$ cat src/rtl/uart_pkg.sv
// Shared definitions for the UART transmit arbiter: register map offsets,
// STAT/CTRL bit positions and the controller state encoding.
package uart_pkg;

   // Register offsets from the UART base address
   localparam logic [31:0] OFF_RXDT = 32'h0;
   localparam logic [31:0] OFF_TXDT = 32'h4;
   localparam logic [31:0] OFF_CTRL = 32'h8;
   localparam logic [31:0] OFF_STAT = 32'hc;

   // STAT register bits
   localparam int STAT_RX_DONE = 0;
   localparam int STAT_TX_BUSY = 1;

   // CTRL register bits
   localparam int CTRL_RX_EN = 0;
   localparam int CTRL_TX_EN = 1;

   // Bus-master controller states
   typedef enum logic [2:0] {
      ST_INIT   = 3'd0,
      ST_IDLE   = 3'd1,
      ST_CFG    = 3'd2,
      ST_POLL   = 3'd3,
      ST_WRITE  = 3'd4,
      ST_SETTLE = 3'd5
   } tx_state_e;

endpackage

$ cat src/rtl/uart_tx_arbiter_rr_arbiter.sv
// Combinational round-robin picker: the first asserted request strictly after
// last_grant, wrapping around, wins. Produces one-hot and encoded forms.
module rr_arbiter #(
   parameter int NUM_REQ = 2,
   parameter int IDX_W   = 1
) (
   input  logic [NUM_REQ-1:0] req,
   input  logic [IDX_W-1:0]   last_grant,
   output logic [NUM_REQ-1:0] grant,
   output logic [IDX_W-1:0]   grant_idx,
   output logic               grant_valid
);

   int               pos;
   logic [IDX_W-1:0] sel;

   // Scan from last_grant+1 upward with wrap; the first hit takes the grant.
   always_comb begin
      grant       = '0;
      grant_idx   = '0;
      grant_valid = 1'b0;
      pos         = 0;
      sel         = '0;
      for (int k = 1; k <= NUM_REQ; k++) begin
         pos = (int'(last_grant) + k) % NUM_REQ;
         sel = IDX_W'(pos);
         if (!grant_valid && req[sel]) begin
            grant_valid = 1'b1;
            grant[sel]  = 1'b1;
            grant_idx   = sel;
         end
      end
   end

endmodule

$ cat src/rtl/uart_tx_arbiter.sv
// Shares one memory-mapped UART transmitter among NUM_REQ byte producers.
// Sole master on the UART register bus: writes CTRL after reset and on
// request, and for each granted byte polls STAT until the transmitter is idle
// before writing TXDT. All bus outputs decode from registered state.
module uart_tx_arbiter
   import uart_pkg::*;
#(
   parameter int          NUM_REQ    = 2,
   parameter logic [31:0] BASE_ADDR  = 32'hffff0020,
   parameter logic [31:0] CTRL_INIT  = (32'd1 << CTRL_RX_EN) | (32'd1 << CTRL_TX_EN),
   parameter int          POLL_LIMIT = 65535
) (
   input  logic                 clk,
   input  logic                 rst,
   input  logic [NUM_REQ-1:0]   req_valid,
   input  logic [8*NUM_REQ-1:0] req_data,
   output logic [NUM_REQ-1:0]   req_ready,
   output logic                 done_valid,
   output logic [2:0]           done_id,
   input  logic                 cfg_we,
   input  logic [31:0]          cfg_ctrl,
   output logic                 err_timeout,
   output logic                 busy,
   output logic                 mem_we,
   output logic [31:0]          mem_addr,
   output logic [31:0]          mem_wdata,
   input  logic [31:0]          mem_rdata
);

   localparam int          IDX_W     = $clog2(NUM_REQ);
   localparam int          CNT_W     = $clog2(POLL_LIMIT + 1);
   localparam logic [31:0] ADDR_TXDT = BASE_ADDR + OFF_TXDT;
   localparam logic [31:0] ADDR_CTRL = BASE_ADDR + OFF_CTRL;
   localparam logic [31:0] ADDR_STAT = BASE_ADDR + OFF_STAT;
   localparam logic [CNT_W-1:0] CNT_MAX = CNT_W'(POLL_LIMIT);

   // Control state (reset)
   tx_state_e        state_q, state_d;
   logic [IDX_W-1:0] last_grant_q, last_grant_d;
   logic [CNT_W-1:0] poll_cnt_q, poll_cnt_d;
   logic             cfg_pend_q;
   logic             err_q;

   // Datapath captures (not reset; only consumed in states that wrote them)
   logic [7:0]       byte_q;
   logic [IDX_W-1:0] id_q;
   logic [31:0]      cfg_val_q;

   // Per-cycle decisions from the next-state logic
   logic             take_byte;
   logic             cfg_clr;
   logic             set_err;

   // Arbiter results
   logic [NUM_REQ-1:0] arb_grant;
   logic [IDX_W-1:0]   arb_idx;
   logic               arb_valid;
   logic [7:0]         win_byte;

   // Read-data bits and RX register not used on the transmit path
   logic unused_rdata;
   assign unused_rdata = ^{mem_rdata[31:STAT_TX_BUSY+1], mem_rdata[STAT_RX_DONE], OFF_RXDT};

   rr_arbiter #(
      .NUM_REQ (NUM_REQ),
      .IDX_W   (IDX_W)
   ) u_rr (
      .req         (req_valid),
      .last_grant  (last_grant_q),
      .grant       (arb_grant),
      .grant_idx   (arb_idx),
      .grant_valid (arb_valid)
   );

   assign win_byte    = req_data[{arb_idx, 3'b000} +: 8];
   assign err_timeout = err_q & ~rst;

   // Next-state and bus/handshake decode from the registered state.
   always_comb begin
      state_d      = state_q;
      last_grant_d = last_grant_q;
      poll_cnt_d   = poll_cnt_q;
      take_byte    = 1'b0;
      cfg_clr      = 1'b0;
      set_err      = 1'b0;
      req_ready    = '0;
      done_valid   = 1'b0;
      done_id      = '0;
      mem_we       = 1'b0;
      mem_addr     = ADDR_STAT;
      mem_wdata    = '0;
      busy         = (state_q != ST_IDLE);

      case (state_q)
         ST_INIT: begin
            mem_we    = 1'b1;
            mem_addr  = ADDR_CTRL;
            mem_wdata = CTRL_INIT;
            state_d   = ST_IDLE;
         end
         ST_CFG: begin
            mem_we    = 1'b1;
            mem_addr  = ADDR_CTRL;
            mem_wdata = cfg_val_q;
            state_d   = ST_IDLE;
         end
         ST_IDLE: begin
            // A pending reconfiguration always goes ahead of new bytes
            if (cfg_pend_q) begin
               cfg_clr = 1'b1;
               state_d = ST_CFG;
            end else if (arb_valid) begin
               req_ready    = arb_grant;
               take_byte    = 1'b1;
               last_grant_d = arb_idx;
               state_d      = ST_POLL;
            end
         end
         ST_POLL: begin
            if (!mem_rdata[STAT_TX_BUSY]) begin
               state_d = ST_WRITE;
            end else if (poll_cnt_q == CNT_MAX) begin
               // Transmitter never went idle: abandon this byte
               set_err    = 1'b1;
               poll_cnt_d = '0;
               state_d    = ST_IDLE;
            end else begin
               poll_cnt_d = poll_cnt_q + 1'b1;
            end
         end
         ST_WRITE: begin
            mem_we     = 1'b1;
            mem_addr   = ADDR_TXDT;
            mem_wdata  = {24'b0, byte_q};
            poll_cnt_d = '0;
            state_d    = ST_SETTLE;
         end
         ST_SETTLE: begin
            // Quiet bus cycle lets the UART raise TX_BUSY before the next poll
            done_valid = 1'b1;
            done_id    = 3'(id_q);
            state_d    = ST_IDLE;
         end
         default: begin
            state_d = ST_INIT;
         end
      endcase

      // Hold every output at its idle value while reset is asserted
      if (rst) begin
         req_ready  = '0;
         done_valid = 1'b0;
         done_id    = '0;
         mem_we     = 1'b0;
         mem_addr   = ADDR_STAT;
         mem_wdata  = '0;
         busy       = 1'b0;
      end
   end

   // Control registers: reset to INIT with no pending work and error clear.
   always_ff @(posedge clk) begin
      if (rst) begin
         state_q      <= ST_INIT;
         last_grant_q <= IDX_W'(NUM_REQ - 1);
         poll_cnt_q   <= '0;
         cfg_pend_q   <= 1'b0;
         err_q        <= 1'b0;
      end else begin
         state_q      <= state_d;
         last_grant_q <= last_grant_d;
         poll_cnt_q   <= poll_cnt_d;
         // Entry to CFG consumes the request; a pulse on that same edge is
         // served by this CFG write since its value is captured alongside.
         cfg_pend_q   <= cfg_clr ? 1'b0 : (cfg_pend_q | cfg_we);
         err_q        <= err_q | set_err;
      end
   end

   // Capture the granted byte/id and the most recent CTRL value.
   always_ff @(posedge clk) begin
      if (take_byte) begin
         byte_q <= win_byte;
         id_q   <= arb_idx;
      end
      if (cfg_we) begin
         cfg_val_q <= cfg_ctrl;
      end
   end

endmodule

$ cat config.mk
export PLATFORM = sky130hd
export DESIGN_NAME = uart_tx_arbiter
export DESIGN_NICKNAME = d
export VERILOG_FILES = /design/src/rtl/uart_pkg.sv /design/src/rtl/uart_tx_arbiter_rr_arbiter.sv /design/src/rtl/uart_tx_arbiter.sv
export SDC_FILE = /design/constraint.sdc
export NUM_CORES = 1
export LEC_CHECK = 0
export ABC_AREA = 1
export CAP_MARGIN = 20
export CORE_MARGIN = 3
export CORE_UTILIZATION = 25
export CTS_BUF_LIST = sky130_fd_sc_hd__clkbuf_8
export DETAILED_ROUTE_END_ITERATION = 10
export PLACE_DENSITY = 0.54
export SETUP_SLACK_MARGIN = 0.15
export SLEW_MARGIN = 20
export SYNTH_ARGS = -nofsm -noshare
export SYNTH_HDL_FRONTEND = slang
export SYNTH_HIERARCHICAL = 1
export SYNTH_SLANG_ARGS = --single-unit
$ cat constraint.sdc
create_clock -name clk -period 3.4 [get_ports clk]
set_input_delay 0.51 -clock clk [delete_from_list [all_inputs] [get_ports clk]]
set_output_delay 0.51 -clock clk [all_outputs]
set_load 0.01 [all_outputs]
==> results of run 1 <==
-- layout make-up --
cell class	count	area (sq um)	area share, %
flip-flops and latches	63	1672	37.78
multi-input cells	244	1132	25.59
clock buffers	9	123.9	2.800
well taps	168	210.2	4.751
repair buffers	100	985.9	22.29
inverters	54	202.7	4.581
clock inverters	7	97.59	2.206
-- final timing paths --
kind	from	endpoint	slack [ns]
max	state_q[2]$_SDFFE_PP0P_	mem_wdata[3]	0.66
min	poll_cnt_q[1]$_SDFFE_PP0P_	poll_cnt_q[1]$_SDFFE_PP0P_	0.51
max reg2reg	poll_cnt_q[0]$_SDFFE_PP0P_	poll_cnt_q[8]$_SDFFE_PP0P_	1.70
min reg2reg	poll_cnt_q[1]$_SDFFE_PP0P_	poll_cnt_q[1]$_SDFFE_PP0P_	0.51
-- registers in the layout, summed over array words and instances (netlist names) --
register and cells:
cfg_val_q 32, poll_cnt_q 16, last_grant_q 1, byte_q 8
state_q 3, id_q 1, err_q 1, cfg_pend_q 1
-- worst min-delay path: stages, from the launching register on --
cell and delay [ns]:
dfxtp_1 0.34, nand2_1 0.07, a21oi_1 0.06
-- metrics by stage --
step           utilization [%]  cells  power, mW  area, sq um  hold WS, ns
2_1_floorplan                -    400      1.010         3282       0.4696
3_3_place_gp             34.42    629      1.101         4203       0.4884
3_5_place_dp             34.42    629      1.104         4203       0.5025
4_1_cts                  36.23    645      1.848         4424       0.5127
5_1_grt                  36.23    645      1.898         4424       0.5241
6_report                 36.23    645      1.811         4424       0.5067
-- metal layers --
| metal | wire length (microns) | up-vias |
|---|---|---|
| met2 | 3396 | 97 |
| met3 | 498 | 9 |
| li1 | - | 1317 |
| met4 | 126 | 0 |
| met1 | 3263 | 1154 |
| met5 | 0 | - |
-- report_power, final --
group          switching, mW  total (mW)  internal [mW]  leakage, nW
Combinational         0.0985       0.205          0.106         1.03
Sequential            0.0164       0.880          0.864        0.575
Clock                  0.313       0.727          0.414        0.105
Total                  0.428        1.81           1.38         1.71
-- logic make-up (layout without fill, tap and decap cells) --
kind of cell               Yosys count  after routing  share of synthesized area, %
adders and majority gates            1              1                        0.3947
muxes                                8              8                         2.843
other                                2             32                        0.2370
xor gates and xnor gates             3              3                        0.8292
AOI/OAI and AO/OA                   34             34                         5.883
DFF                                 63             63                         52.74
and+or+nand+nor                    166            166                         21.99
buffers and inverters               93            170                         15.08
-- synth_stat cells --
| library cell | n |
|---|---|
| nand4_2 | 1 |
| inv_1 | 52 |
| nor3b_1 | 2 |
| dfxtp_1 | 22 |
| a21oi_1 | 21 |
| nand3_1 | 18 |
| o21ai_0 | 8 |
| buf_4 | 32 |
| nand2_1 | 73 |
| or2_1 | 1 |
| a31o_2 | 1 |
| o21ai_2 | 2 |
| buf_2 | 1 |
| nor2_1 | 58 |
| clkbuf_1 | 5 |
| nor2_2 | 4 |
| ha_1 | 1 |
| edfxtp_1 | 41 |
| xor2_1 | 1 |
| o21bai_1 | 1 |
| nand4_1 | 3 |
| nand2_2 | 1 |
| o31ai_1 | 1 |
| mux2_2 | 8 |
| nand2_4 | 1 |
| xnor2_1 | 2 |
| nor3_1 | 4 |
| buf_6 | 1 |
| inv_2 | 2 |
| conb_1 | 2 |
==> flow_summary_export.csv, run 1 <==
group,metric,value,unit
status,run_status,"complete, no violations",
placed_design,place_congestion,0.7874,
placed_design,preCtsSetupSlack,0.7289,ns
global_route,busiest_layer,"met2",
setup_path,critical_path.top_delay_family,"buffers and inverters",
logic_synthesis,synth_top_area_cell,"edfxtp_1",
global_route,grt_pass1_wl,11750,microns
cts,cts_sinks,63,
global_route,grt_util_met1,12.72,%
drt,routed_via_density,3.995,
timing,max_slew_margin,64.67,%
cts,htreeDepth,3,
logic_synthesis,avgSynthCellArea,8.566,sq um
setup_path,crit_type,"reg -> out",
timing,setup_ws,0.6584,ns
finish,syn2layout_area_growth,39.60,%
cts,tritoncts,"yes",
timing,period_needed,2.742,ns
setup_path,crit_slowest_cell,"clkdlybuf4s50_1",
logic_synthesis,ys_top_cells_by_area,"edfxtp_1 39%, dfxtp_1 14%, nand2_1 8.6%, buf_4 7.6%, nor2_1 6.9%",
drt,ant_nets,0,
timing,worst_pin_slew,0.5280,ns
finish,final_common_cell,"clkdlybuf4s50_1",
power_and_ir_drop,ir_worst_vdd,0.1810,mV
logic_synthesis,ys_seq_area_share,52.74,%
cts,hold_buffers,0,
global_route,grt_pass1_vias,2479,
setup_path,required,2.89,ns
logic_synthesis,syn_area,3169,sq um
drt,vias,2577,
global_route,grt_max_degree,34,
finish,most-common-layout-cells,"94 x clkdlybuf4s50_1, 73 x nand2_1, 58 x nor2_1",
floorplan,core-area,12210,sq um
floorplan,die_width,118.6,microns
timing,worst_clock_skew,0.009596,ns
cts,worstSkewPairLatency,0.34,ns
cts,clock-root-buffer,"clkbuf_8",
setup_path,path_depth,6,
worst_hold_path,worstHoldPathCells,2,
timing,finalCritPeriodShare,80.63,%
logic_synthesis,synth_top_area_share,38.85,%
logic_synthesis,synth_cell_types,30,
placed_design,numPortBuffers,94,
drt,wl,7283,microns
floorplan,rows,40,
drt,drtIter0Drc,179,
global_route,track_usage,10.46,%
cts,clkTransAtPathRegs,0.07,ns
placed_design,dpl.hpwl,5426,microns
drt,drc,0,
logic_synthesis,ys_warn_count,6,
worst_hold_path,hold_path.class,"reg -> reg",
timing,setup_viol,0,
setup_path,arrival,2.23,ns
cts,cts_resized,0,
global_route,use_met3,2.967,%
timing,finalHoldViolations,0,
finish,final_nets,558,
power_and_ir_drop,p_leak,1.707,nW
finish,drive_above_1_share,8.805,%
floorplan,fp.dieArea,14060,sq um
setup_path,endpoint_kind,"primary output",
setup_path,start_kind,"register",
drt,dr.pass1.iters,4,
timing,slew_viol_final,0,
setup_path,cp_num_buf_inv,2,
cts,cts_setup_buffers,0,
floorplan,die_h,118.6,microns
power_and_ir_drop,power-per-cell-area,409.4,nW/um^2
global_route,use_met2,16.84,%
finish,fill_cells,1281,
cts,cts.path.max_buffers,2,
timing,fmax,364.8,MHz
setup_path,path_max_fanout,8,
setup_path,crit_top_cell,"nand2_1",
logic_synthesis,postSynthCellCount,370,
global_route,antenna_found_initial,0,
logic_synthesis,synth-seq-cells,63,
finish,antenna_cells,0,
setup_path,max_stage_delay,0.57,ns
global_route,grt-ovfl-total,0,
run,drv_cap,0,
cts,cts_buffers,9,
setup_path,crit_path_cell_trace,"inv_1, nand2_1, nor2_1, nand2_1, a21oi_1, clkdlybuf4s50_1",
drt,routedWlPerCell,11.29,microns
timing,rsz0062_at_grt,"false",
floorplan,start_util,25.95,%
timing,setup_tns,0,ns
setup_path,r2r_cells,8,
floorplan,boundaryPins,158,
(Power assumes the default switching activity.)
==> run 2, diff against run 1 <==
--- a/config.mk
+++ b/config.mk
@@ -11,7 +11,7 @@
 export CORE_UTILIZATION = 25
 export CTS_BUF_LIST = sky130_fd_sc_hd__clkbuf_8
 export DETAILED_ROUTE_END_ITERATION = 10
-export PLACE_DENSITY = 0.54
+export PLACE_DENSITY = 0.56
 export SETUP_SLACK_MARGIN = 0.15
 export SLEW_MARGIN = 20
 export SYNTH_ARGS = -nofsm -noshare
==> constraint.sdc (replaced) <==
create_clock -name clk -period 2.4 [get_ports clk]
set_input_delay 0.36 -clock clk [delete_from_list [all_inputs] [get_ports clk]]
set_output_delay 0.36 -clock clk [all_outputs]
set_load 0.01 [all_outputs]
==> run 2 against run 1 <==
Compared with the run above: non-clock buffer count increased by 7; clock skew decreased by 0.0012 ns; worst hold slack got worse by 0.00058 ns; critical path type unchanged; highest routed layer unchanged.
==> flow_summary_export.csv, run 2 (synthesis results as in run 1) <==
group,metric,value,unit
status,run_status,"complete, no violations",
floorplan,die_width,118.6,microns
finish,final_common_cell,"nand2_1",
timing,worst_clock_skew,0.008381,ns
floorplan,rows,40,
timing,setup_viol,0,
finish,largest_registers,"cfg_val_q x32, poll_cnt_q x16, byte_q x8",
setup_path,crit_type,"reg -> out",
floorplan,fp.dieArea,14060,sq um
drt,wl_met2,3747,microns
finish,drive_above_1_share,11.36,%
placed_design,numPortBuffers,94,
drt,dr.pass1.iters,4,
floorplan,start_util,25.95,%
power_and_ir_drop,power,2.333,mW
timing,fmax,468.5,MHz
cts,cts_sinks,63,
drt,ant_nets,0,
drt,wl,7532,microns
setup_path,crit_top_cell,"nand2_1",
placed_design,place_congestion,0.8343,
cts,tritoncts,"yes",
setup_path,crit_slowest_cell,"clkdlybuf4s50_1",
timing,setup_tns,0,ns
drt,drtIter0Drc,96,
drt,routedWlPerCell,11.55,microns
cts,cts_buffers,9,
run,drv_cap,0,
timing,rsz0062_at_grt,"true",
power_and_ir_drop,ir_worst_vdd,0.1989,mV
setup_path,cp_num_buf_inv,4,
global_route,grt_pass1_vias,2471,
global_route,grt_pass1_wl,12390,microns
power_and_ir_drop,p_leak,2.154,nW
setup_path,critPathLaunch,"state_q[2]$_SDFFE_PP0P_",
finish,regMostFlops,"cfg_val_q",
global_route,grt-ovfl-total,0,
finish,fin_util,36.77,%
global_route,grt_max_degree,34,
setup_path,max_stage_delay,0.53,ns
drt,m1WireLength,3223,microns
floorplan,boundaryPins,158,
setup_path,rr_startpoint,"poll_cnt_q[1]$_SDFFE_PP0P_",
power_and_ir_drop,power-per-cell-area,519.6,nW/um^2
setup_path,arrival,1.77,ns
drt,vias,2630,
timing,period_needed,2.134,ns
placed_design,dpl.hpwl,5700,microns
drt,highest_layer,"met4",
worst_hold_path,hold_path.class,"reg -> reg",
placed_design,preCtsSetupSlack,-0.02881,ns
cts,clkTransAtPathRegs,0.07,ns
setup_path,start_kind,"register",
drt,drc,0,
finish,syn2layout_area_growth,41.69,%
floorplan,die_h,118.6,microns
setup_path,critical_path.top_delay_family,"buffers and inverters",
cts,htreeDepth,3,
global_route,antenna_found_initial,0,
drt,wl_met3,422,microns
timing,slew_viol_final,0,
setup_path,crit_path_cell_trace,"inv_2, nand2_1, inv_1, nand2_1, buf_12, nor2_1, clkdlybuf4s50_1",
floorplan,core-area,12210,sq um
cts,clock-root-buffer,"clkbuf_8",
setup_path,required,2.04,ns
finish,final_nets,565,
global_route,track_usage,11.00,%
drt,routed_via_density,4.034,
timing,hold_ws,0.5061,ns
cts,cts.path.max_buffers,2,
setup_path,endpoint_kind,"primary output",
finish,fill_cells,1268,
worst_hold_path,holdCritStartpoint,"poll_cnt_q[1]$_SDFFE_PP0P_",
finish,largest_register_ffs,32,
finish,antenna_cells,0,
finish,most-common-layout-cells,"72 x nand2_1, 60 x clkdlybuf4s50_1, 56 x nor2_1",
cts,worstSkewPairLatency,0.33,ns
timing,finalHoldViolations,0,
timing,setup_ws,0.2656,ns
setup_path,path_max_fanout,24,
timing,finalCritPeriodShare,88.93,%
[run 2: final cells by class]
| type | count | area (sq um) | share of cell area [%] |
|---|---|---|---|
| clock buffer | 9 | 123.9 | 2.758 |
| timing repair buffer | 107 | 1084 | 24.13 |
| clock inverter | 7 | 41.29 | 0.9195 |
| sequential | 63 | 1677 | 37.34 |
| inverter | 54 | 205.2 | 4.570 |
| tap | 168 | 210.2 | 4.681 |
| multi-input combinational | 244 | 1150 | 25.61 |
[run 2: path summary, 6_finish.rpt]
path | endpoint | slack [ns] | cells after the start
max | mem_wdata[23] | 0.27 | 7
min | poll_cnt_q[1]$_SDFFE_PP0P_ | 0.51 | 2
max reg2reg | poll_cnt_q[7]$_SDFFE_PP0P_ | 0.76 | 8
min reg2reg | poll_cnt_q[1]$_SDFFE_PP0P_ | 0.51 | 2
[run 2: routing by layer]
layer  global-route usage, %  up-vias
met5                       0        -
met1                   12.85     1193
li1                        -     1328
met4                   5.938        0
met3                   2.584        7
met2                   18.61      102
[run 2: timing repair]
item / CTS / global route
pin swaps: 0 / 0
hold buffers: 0 / 0
setup buffers: 1 / 3
setup endpoints to repair: 35 / 21
gates resized for setup: 22 / 22
[run 2: where the power goes]
part / switching (mW) / internal, mW / total [mW] / leakage [nW]
logic: 0.143 / 0.153 / 0.296 / 1.50
clock network: 0.423 / 0.365 / 0.788 / 0.0822
registers: 0.0251 / 1.22 / 1.25 / 0.576
total: 0.591 / 1.74 / 2.33 / 2.15
[run 2: per-stage QoR]
step,instance area [sq um],std cells
after floorplan,3282,400
after global placement,4238,632
after detailed placement,4238,632
after CTS,4410,649
after global routing,4491,652
final,4491,652
[run 2: worst min-delay path, cell delays in order (launching register included)]
cell     delay (ns)
dfxtp_1        0.34
nand2_1        0.07
a21oi_1        0.06
==> run 3, diff against run 2 <==
--- a/config.mk
+++ b/config.mk
@@ -10,6 +10,7 @@
 export CORE_MARGIN = 3
 export CORE_UTILIZATION = 25
 export CTS_BUF_LIST = sky130_fd_sc_hd__clkbuf_8
+export CTS_CLUSTER_DIAMETER = 100
 export DETAILED_ROUTE_END_ITERATION = 10
 export PLACE_DENSITY = 0.56
 export SETUP_SLACK_MARGIN = 0.15
==> constraint.sdc (replaced) <==
create_clock -name clk -period 2.4 [get_ports clk]
set_input_delay 0.48 -clock clk [delete_from_list [all_inputs] [get_ports clk]]
set_output_delay 0.48 -clock clk [all_outputs]
set_load 0.01 [all_outputs]
==> run 3 against run 2 <==
Compared with the run above: cell area rose by 0.42%; worst setup slack got worse by 0.051 ns; die area did not move; sequential share of layout area fell by 0.10 points; critical endpoint is now mem_wdata[13]; clock power rose by 43%; via count fell by 0.30%; wire length rose by 0.97%; critical path type is now in -> out.
==> flow_summary_export.csv, run 3 (synthesis results as in run 1) <==
group,metric,value,unit
status,run_status,"complete, no violations",
timing,setup_ws,0.2144,ns
floorplan,rows,40,
global_route,grt_pass1_wl,12530,microns
timing,rsz0062_at_grt,"true",
timing,slew_viol_final,0,
timing,fmax,457.5,MHz
power_and_ir_drop,ir_worst_vdd,0.2411,mV
setup_path,required,1.92,ns
finish,final_nets,565,
cts,htreeDepth,3,
cts,cts_buffers,9,
timing,setup_viol,0,
floorplan,boundaryPins,158,
drt,routedWlPerCell,11.66,microns
finish,finalNonFillerCells,652,
setup_path,path_max_fanout,24,
cts,cts_sinks,63,
global_route,grt_max_degree,34,
setup_path,crit_type,"in -> out",
floorplan,die_h,118.6,microns
placed_design,dpl.hpwl,5695,microns
finish,regMostFlops,"cfg_val_q",
timing,period_needed,2.186,ns
placed_design,preCtsSetupSlack,-0.2622,ns
timing,worst_clock_skew,0.007330,ns
finish,most-common-layout-cells,"72 x nand2_1, 55 x nor2_1, 54 x clkdlybuf4s50_1",
floorplan,start_util,25.95,%
placed_design,numPortBuffers,94,
finish,design_area,4509,sq um
drt,routed_via_density,4.021,
placed_design,dpl_cell_area,4260,sq um
drt,wl,7605,microns
setup_path,arrival,1.71,ns
power_and_ir_drop,p_leak,1.934,nW
floorplan,die_width,118.6,microns
setup_path,endpoint_kind,"primary output",
global_route,grt-ovfl-total,0,
cts,clkTransAtPathRegs,0.07,ns
power_and_ir_drop,power,2.679,mW
finish,final_common_cell,"nand2_1",
finish,largest_register_ffs,32,
power_and_ir_drop,power-per-cell-area,594.1,nW/um^2
drt,drc,0,
setup_path,start_kind,"primary input",
placed_design,dp_cells,635,
cts,clock-root-buffer,"clkbuf_8",
drt,vias,2622,
timing,finalHoldViolations,0,
drt,drtIter0Drc,140,
finish,drive_above_1_share,12.60,%
drt,ant_nets,0,
timing,finalCritPeriodShare,91.07,%
floorplan,core-area,12210,sq um
run,drv_cap,0,
floorplan,fp.dieArea,14060,sq um
finish,antenna_cells,0,
placed_design,place_congestion,0.8354,
global_route,antenna_found_initial,0,
global_route,grt_pass1_vias,2576,
global_route,track_usage,11.15,%
finish,largest_registers,"cfg_val_q x32, poll_cnt_q x16, byte_q x8",
finish,syn2layout_area_growth,42.28,%
cts,worstSkewPairLatency,0.34,ns
cts,hold_buffers,0,
drt,dr.pass1.iters,4,
cts,tritoncts,"yes",
finish,fill_cells,1261,
cts,cts.path.max_buffers,2,
worst_hold_path,hold_path.class,"reg -> reg",
timing,hold_ws,0.5007,ns
==> run 3: routing by layer <==
metal  vias to the layer above  global-route usage [%]  routed length [microns]  part of all wire [%]
met1                      1183                   13.18                     3272                    43
met4                         0                   6.155                      151                   2.0
met5                         -                       0                        0                     0
met2                       100                   18.61                     3713                    49
li1                       1329                       -                        -                     -
met3                        10                   2.584                      467                   6.1
==> run 3: final cells by class <==
| cell class | count | area, sq um | share of cell area [%] |
|---|---|---|---|
| flip-flops and latches | 63 | 1679 | 37.24 |
| clock buffers | 9 | 123.9 | 2.747 |
| well taps | 168 | 210.2 | 4.662 |
| repair buffers | 107 | 1012 | 22.45 |
| clock inverters | 7 | 120.1 | 2.664 |
| multi-input cells | 244 | 1156 | 25.64 |
| inverters | 54 | 207.7 | 4.606 |
==> run 3: report_power, final <==
group	switching (mW)	internal [mW]
clock network	0.441	0.693
logic	0.145	0.150
registers	0.0248	1.22
total	0.612	2.07
==> run 3: metrics by stage <==
step	setup TNS, ns	util, %
5_1_grt	0	36.93
3_5_place_dp	-6.309	34.89
3_3_place_gp	-6.540	34.89
6_report	0	36.93
4_1_cts	0	36.73
2_1_floorplan	0	-
==> run 3: critical path, cell delays in order <==
cell and delay [ns]:
dlygate4sd2_1 0.27, nor2_2 0.17, buf_4 0.14, nand2_1 0.09
buf_12 0.17, nor2_1 0.08, dlygate4sd2_1 0.29
==> run 3: timing repair <==
item	CTS	global route
setup endpoints to repair	40	8
pin swaps	1	0
gates resized for setup	49	13
setup buffers	1	0
==> run 3: path summary, 6_finish.rpt <==
check	endpoint	from	cells after the start	slack [ns]
worst max register to register	poll_cnt_q[8]$_SDFFE_PP0P_	poll_cnt_q[0]$_SDFFE_PP0P_	8	0.71
worst min-delay path	poll_cnt_q[1]$_SDFFE_PP0P_	poll_cnt_q[1]$_SDFFE_PP0P_	2	0.50
worst min register to register	poll_cnt_q[1]$_SDFFE_PP0P_	poll_cnt_q[1]$_SDFFE_PP0P_	2	0.50
worst max-delay path	mem_wdata[13]	rst	7	0.21
==> variant 1: new RTL, settings of run 2 <==
The 6 states of `tx_state_e` get a one-hot encoding in 6 bits.
--- a/src/rtl/uart_pkg.sv
+++ b/src/rtl/uart_pkg.sv
@@ -17,13 +17,13 @@
    localparam int CTRL_TX_EN = 1;
 
    // Bus-master controller states
-   typedef enum logic [2:0] {
-      ST_INIT   = 3'd0,
-      ST_IDLE   = 3'd1,
-      ST_CFG    = 3'd2,
-      ST_POLL   = 3'd3,
-      ST_WRITE  = 3'd4,
-      ST_SETTLE = 3'd5
+   typedef enum logic [5:0] {
+      ST_INIT   = 6'b000001,
+      ST_IDLE   = 6'b000010,
+      ST_CFG    = 6'b000100,
+      ST_POLL   = 6'b001000,
+      ST_WRITE  = 6'b010000,
+      ST_SETTLE = 6'b100000
    } tx_state_e;
 
 endpackage
Behaviour: no difference found for any inputs over 10 cycles, from zero or initial values and one cycle with rst high; not proved beyond that.
==> variant 1 against run 2 <==
  * Combinational power grew 8.4%
  * First-iteration DRC count rose by 34%
  * Routed wire length is 9.8% higher
  * Critical path depth rose by 1
  * Sequential cell count up 3
  * Register-to-register slack gained 0.03 ns
  * Largest cell class unchanged
  * Clock skew rose by 0.0066 ns
  * Die area rose by 7.1%
  * Synthesized area is 7.5% higher
  * Design area up 8.3%
  * Setup slack worse by 0.15 ns
  * Total power grew 23%
==> variant 1: results <==
export IMPL_status="complete, no violations"
export IMPL_path_max_fanout=3
export IMPL_synth_common_cells="nand2_1 (101), inv_1 (52), nor2_1 (48), edfxtp_1 (41), buf_4 (32)"
export IMPL_vias_per_cell=4.130
export IMPL_wl_mm=8.272
export IMPL_ir_drop_mv=0.3285
export IMPL_reg2reg_slack_ns=0.79
export IMPL_finalNetCount=614
export IMPL_nFillCells=1374
export IMPL_grt_util_all_layers_pct=11.05
export IMPL_async_reset_ff_share_pct=0
export IMPL_drive_gt1_share_pct=12.38
export IMPL_design_area_mm2=0.004865
export IMPL_ys_seq_area_share_pct=50.84
export IMPL_gp_congestion=0.7751
export IMPL_hold_depth=3
export IMPL_arrival_ns=1.92
export IMPL_rr_startpoint="poll_cnt_q[0]"
export IMPL_min_path_type="primary input to flip-flop"
export IMPL_worstSkewPairLatency_ns=0.35
export IMPL_synth_area_top_cells="edfxtp_1 (36%), dfxtp_1 (15%), nand2_1 (11%)"
export IMPL_hold_slack_ns=0.4258
export IMPL_grt_pass1_vias=2815
export IMPL_clock_skew_ns=0.01502
export IMPL_ys_types=32
export IMPL_drt_initial_drc_count=129
export IMPL_dp_hpwl_mm=6.082
export IMPL_p_leak_nw=2.186
## variant 1: cell types whose count changed in the layout (fill, tap and decap cells not counted), sizes merged, moves of 8 or more
cell	before	now
dlygate4sd2	14	33
mux2	8	0
buf	13	25
dlymetal6s2s	20	4
nand4	4	16
nand2	75	103
## variant 1: metrics by stage
| step | power (mW) | setup slack (ns) | std cells |
|---|---|---|---|
| CTS | 2.884 | 0.04301 | 707 |
| detailed placement | 1.624 | -0.07703 | 684 |
| global route | 2.972 | 0.01536 | 709 |
| finish | 2.863 | 0.1191 | 709 |
| floorplan | 1.486 | 0.6358 | 441 |
| global placement | 1.618 | -0.07101 | 684 |
## variant 1: logic make-up (layout without fill, tap and decap cells)
logic type                 count (synthesis)  in the layout  synth area share [%]
adders and majority gates                  1              1                0.3673
other                                      2             32                0.2205
DFF                                       66             66                 50.84
buffers and inverters                     97            189                 14.84
and+or+nand+nor                          206            206                 27.30
xor gates and xnor gates                   4              4                 1.029
AOI/OAI and AO/OA                         35             35                 5.400
## variant 1: worst max-delay path by stage
stage	from	to	slack, ns	cells after the start
2_1_floorplan	state_q[2]	req_ready[0]	0.64	7
3_3_place_gp	rst	mem_wdata[15]	-0.07	6
3_5_place_dp	rst	mem_wdata[18]	-0.08	6
4_1_cts	state_q[4]	mem_we	0.04	8
5_1_grt	state_q[4]	mem_we	0.02	7
6_report	state_q[4]	mem_we	0.12	8
## variant 1: tightest hold or removal path: stages
cell and delay, ns:
dlymetal6s2s_1 0.16, buf_12 0.15, nor2_4 0.04
## variant 1: power breakdown
group | total [mW] | internal, mW | switching [mW]
registers | 1.29 | 1.27 | 0.0240
clock network | 1.25 | 0.797 | 0.452
logic | 0.321 | 0.159 | 0.162
total | 2.86 | 2.23 | 0.638
## variant 1: what timing repair did
item,CTS,global route
hold buffers,0,0
setup endpoints to repair,39,7
setup buffers,7,2
cloned,0,0
pin swaps,1,0
resized for setup,41,13
## variant 1: final cells by class
cell class / count / share of cell area [%]
Clock buffer: 9 / 2.546
Clock inverter: 7 / 2.906
Inverter: 54 / 4.218
Multi-Input combinational cell: 278 / 27.11
Sequential cell: 66 / 35.65
Tap cell: 176 / 4.527
Timing Repair Buffer: 119 / 23.05
## variant 1: routing by layer
layer  part of all wire [%]  global-route usage (%)  routed length (um)  vias to the layer above
met1                     40                   12.33                3272                     1323
met5                   0.16                       0                  13                        -
met2                     51                   19.20                4195                      105
li1                       -                       -                   -                     1488
met4                    1.3                   3.429                 104                        2
met3                    8.3                   4.470                 685                       10
==> variant 2: new RTL, config.mk and constraints of run 2 <==
Made on the original files. Change the parameter `POLL_LIMIT` from 65535 to 32767.
--- a/src/rtl/uart_tx_arbiter.sv
+++ b/src/rtl/uart_tx_arbiter.sv
@@ -8,7 +8,7 @@
    parameter int          NUM_REQ    = 2,
    parameter logic [31:0] BASE_ADDR  = 32'hffff0020,
    parameter logic [31:0] CTRL_INIT  = (32'd1 << CTRL_RX_EN) | (32'd1 << CTRL_TX_EN),
-   parameter int          POLL_LIMIT = 65535
+   parameter int          POLL_LIMIT = 32767
 ) (
    input  logic                 clk,
    input  logic                 rst,
Check against the original RTL: no difference found for any inputs over 10 cycles, from zero or initial values and one cycle with rst high; that may be too few to reach the edited logic, so the function may still have changed.
==> variant 2 against run 2 <==
  * Design area fell by 2.4%
  * Routed wire length decreased by 3.3%
  * Total power is 0.66% lower
  * Sequential cell count is 1 lower
  * Synthesized area shrank 2.3%
  * Core utilization is 0.43 points lower
  * Setup slack got worse by 0.024 ns
  * Die area decreased by 2.2%
  * Clock power hardly changed
  * Clock skew decreased by 0.00068 ns
  * Highest routed layer unchanged
==> variant 2: results <==
export IMPL_status="complete, no violations"
export IMPL_clock_skew_ns=0.007706
export IMPL_arrival_ns=1.80
export IMPL_synth_mux_area_share_pct=2.909
export IMPL_placedCellCount=622
export IMPL_crit_path_start="state_q[2]"
export IMPL_yosys_warnings=6
export IMPL_use_met3_pct=4.319
export IMPL_finalNetCount=555
export IMPL_place_area_mm2=0.004182
export IMPL_drive_gt1_share_pct=11.39
export IMPL_synth_xor_area_share_pct=0.5657
export IMPL_ys_types=32
export IMPL_ys_seq_area_share_pct=53.33
export IMPL_rr_startpoint="poll_cnt_q[0]"
export IMPL_clk_pin_slew_ns=0.06
export IMPL_grt_util_met1_pct=12.15
export IMPL_synth_compound_area_share_pct=5.131
export IMPL_synthAdderAreaFrac_pct=0.4040
export IMPL_grt_util_all_layers_pct=10.44
export IMPL_nFillCells=1272
export IMPL_worstSkewPairLatency_ns=0.34
export IMPL_p_leak_nw=1.896
export IMPL_wl_mm=7.285
export IMPL_grt_pass1_vias=2427
export IMPL_grt_use_met2_pct=17.19
export IMPL_synthCells=357
export IMPL_place_ws_ns=0.005177
export IMPL_path_max_fanout=7
export IMPL_synth_common_cells="nand2_1 (77), inv_1 (51), nor2_1 (51), edfxtp_1 (41), buf_4 (33)"
export IMPL_vias=2569
export IMPL_drt_initial_drc_count=107
export IMPL_async_reset_ff_share_pct=0
export IMPL_gp_congestion=0.7798
export IMPL_synth_area_top_cells="edfxtp_1 (40%), dfxtp_1 (14%), nand2_1 (9.3%)"
export IMPL_n_antenna_cell=0
export IMPL_ir_drop_mv=0.3290
export IMPL_reg_top3="cfg_val_q x32, poll_cnt_q x15, byte_q x8"
export IMPL_dp_hpwl_mm=5.409
export IMPL_yosys_most_used_dff="edfxtp_1"
export IMPL_hp_start="poll_cnt_q[14]"
export IMPL_htree_levels=3
export IMPL_grt_pass1_wl_mm=11.20
export IMPL_power_density_mw_per_mm2=528.9
export IMPL_first_pass_iters=4
export IMPL_stdcell_count=642
-- variant 2: cell types whose count changed in the layout (fill, tap and decap cells not counted), moves of 4 or more --
cell | run 2 | this run
nor2_1 | 56 | 49
dlymetal6s2s_1 | 20 | 3
dlygate4sd2_1 | 14 | 18
clkdlybuf4s50_1 | 60 | 73
nand2_1 | 72 | 76
-- variant 2: power breakdown --
group	internal, mW	switching [mW]
Sequential	1.21	0.0215
Clock	0.390	0.399
Combinational	0.153	0.147
Total	1.75	0.567
-- variant 2: worst paths after layout --
check | to | slack, ns | cells after the start
worst min register to register | poll_cnt_q[14] | 0.48 | 2
worst max register to register | poll_cnt_q[3] | 0.77 | 8
worst min-delay path | poll_cnt_q[14] | 0.48 | 2
worst max-delay path | done_valid | 0.24 | 4
-- variant 2: what timing repair did --
| item | CTS | global route |
|---|---|---|
| resized for setup | 25 | 3 |
| endpoints found under the setup margin | 38 | 4 |
| pin swaps | 2 | 0 |
| buffers inserted | 3 | 1 |
| endpoints found under the hold margin | 0 | 0 |
-- variant 2: cell families after synthesis --
group,count (synthesis)
DFF,62
other,2
buffers and inverters,90
muxes,8
xor gates and xnor gates,2
and+or+nand+nor,163
AOI/OAI and AO/OA,29
adders and majority gates,1
-- variant 2: critical path, cell delays in order (launching register included) --
cell	delay [ns]
dfxtp_1	0.41
inv_2	0.10
nor4_2	0.28
buf_4	0.16
clkdlybuf4s50_1	0.52
-- variant 2: area by class of cell --
cell class | count | area share [%]
clock buffer | 10 | 3.140
multi-input combinational | 235 | 25.15
inverter | 52 | 4.539
clock inverter | 6 | 0.6851
timing repair buffer | 109 | 23.98
tap | 168 | 4.796
sequential | 62 | 37.71
-- variant 2: routing by layer --
layer  wire (um)  part of all wire (%)
met2        3581                    49
met3         621                   8.5
met1        2962                    41
met5           0                     0
met4         119                   1.6
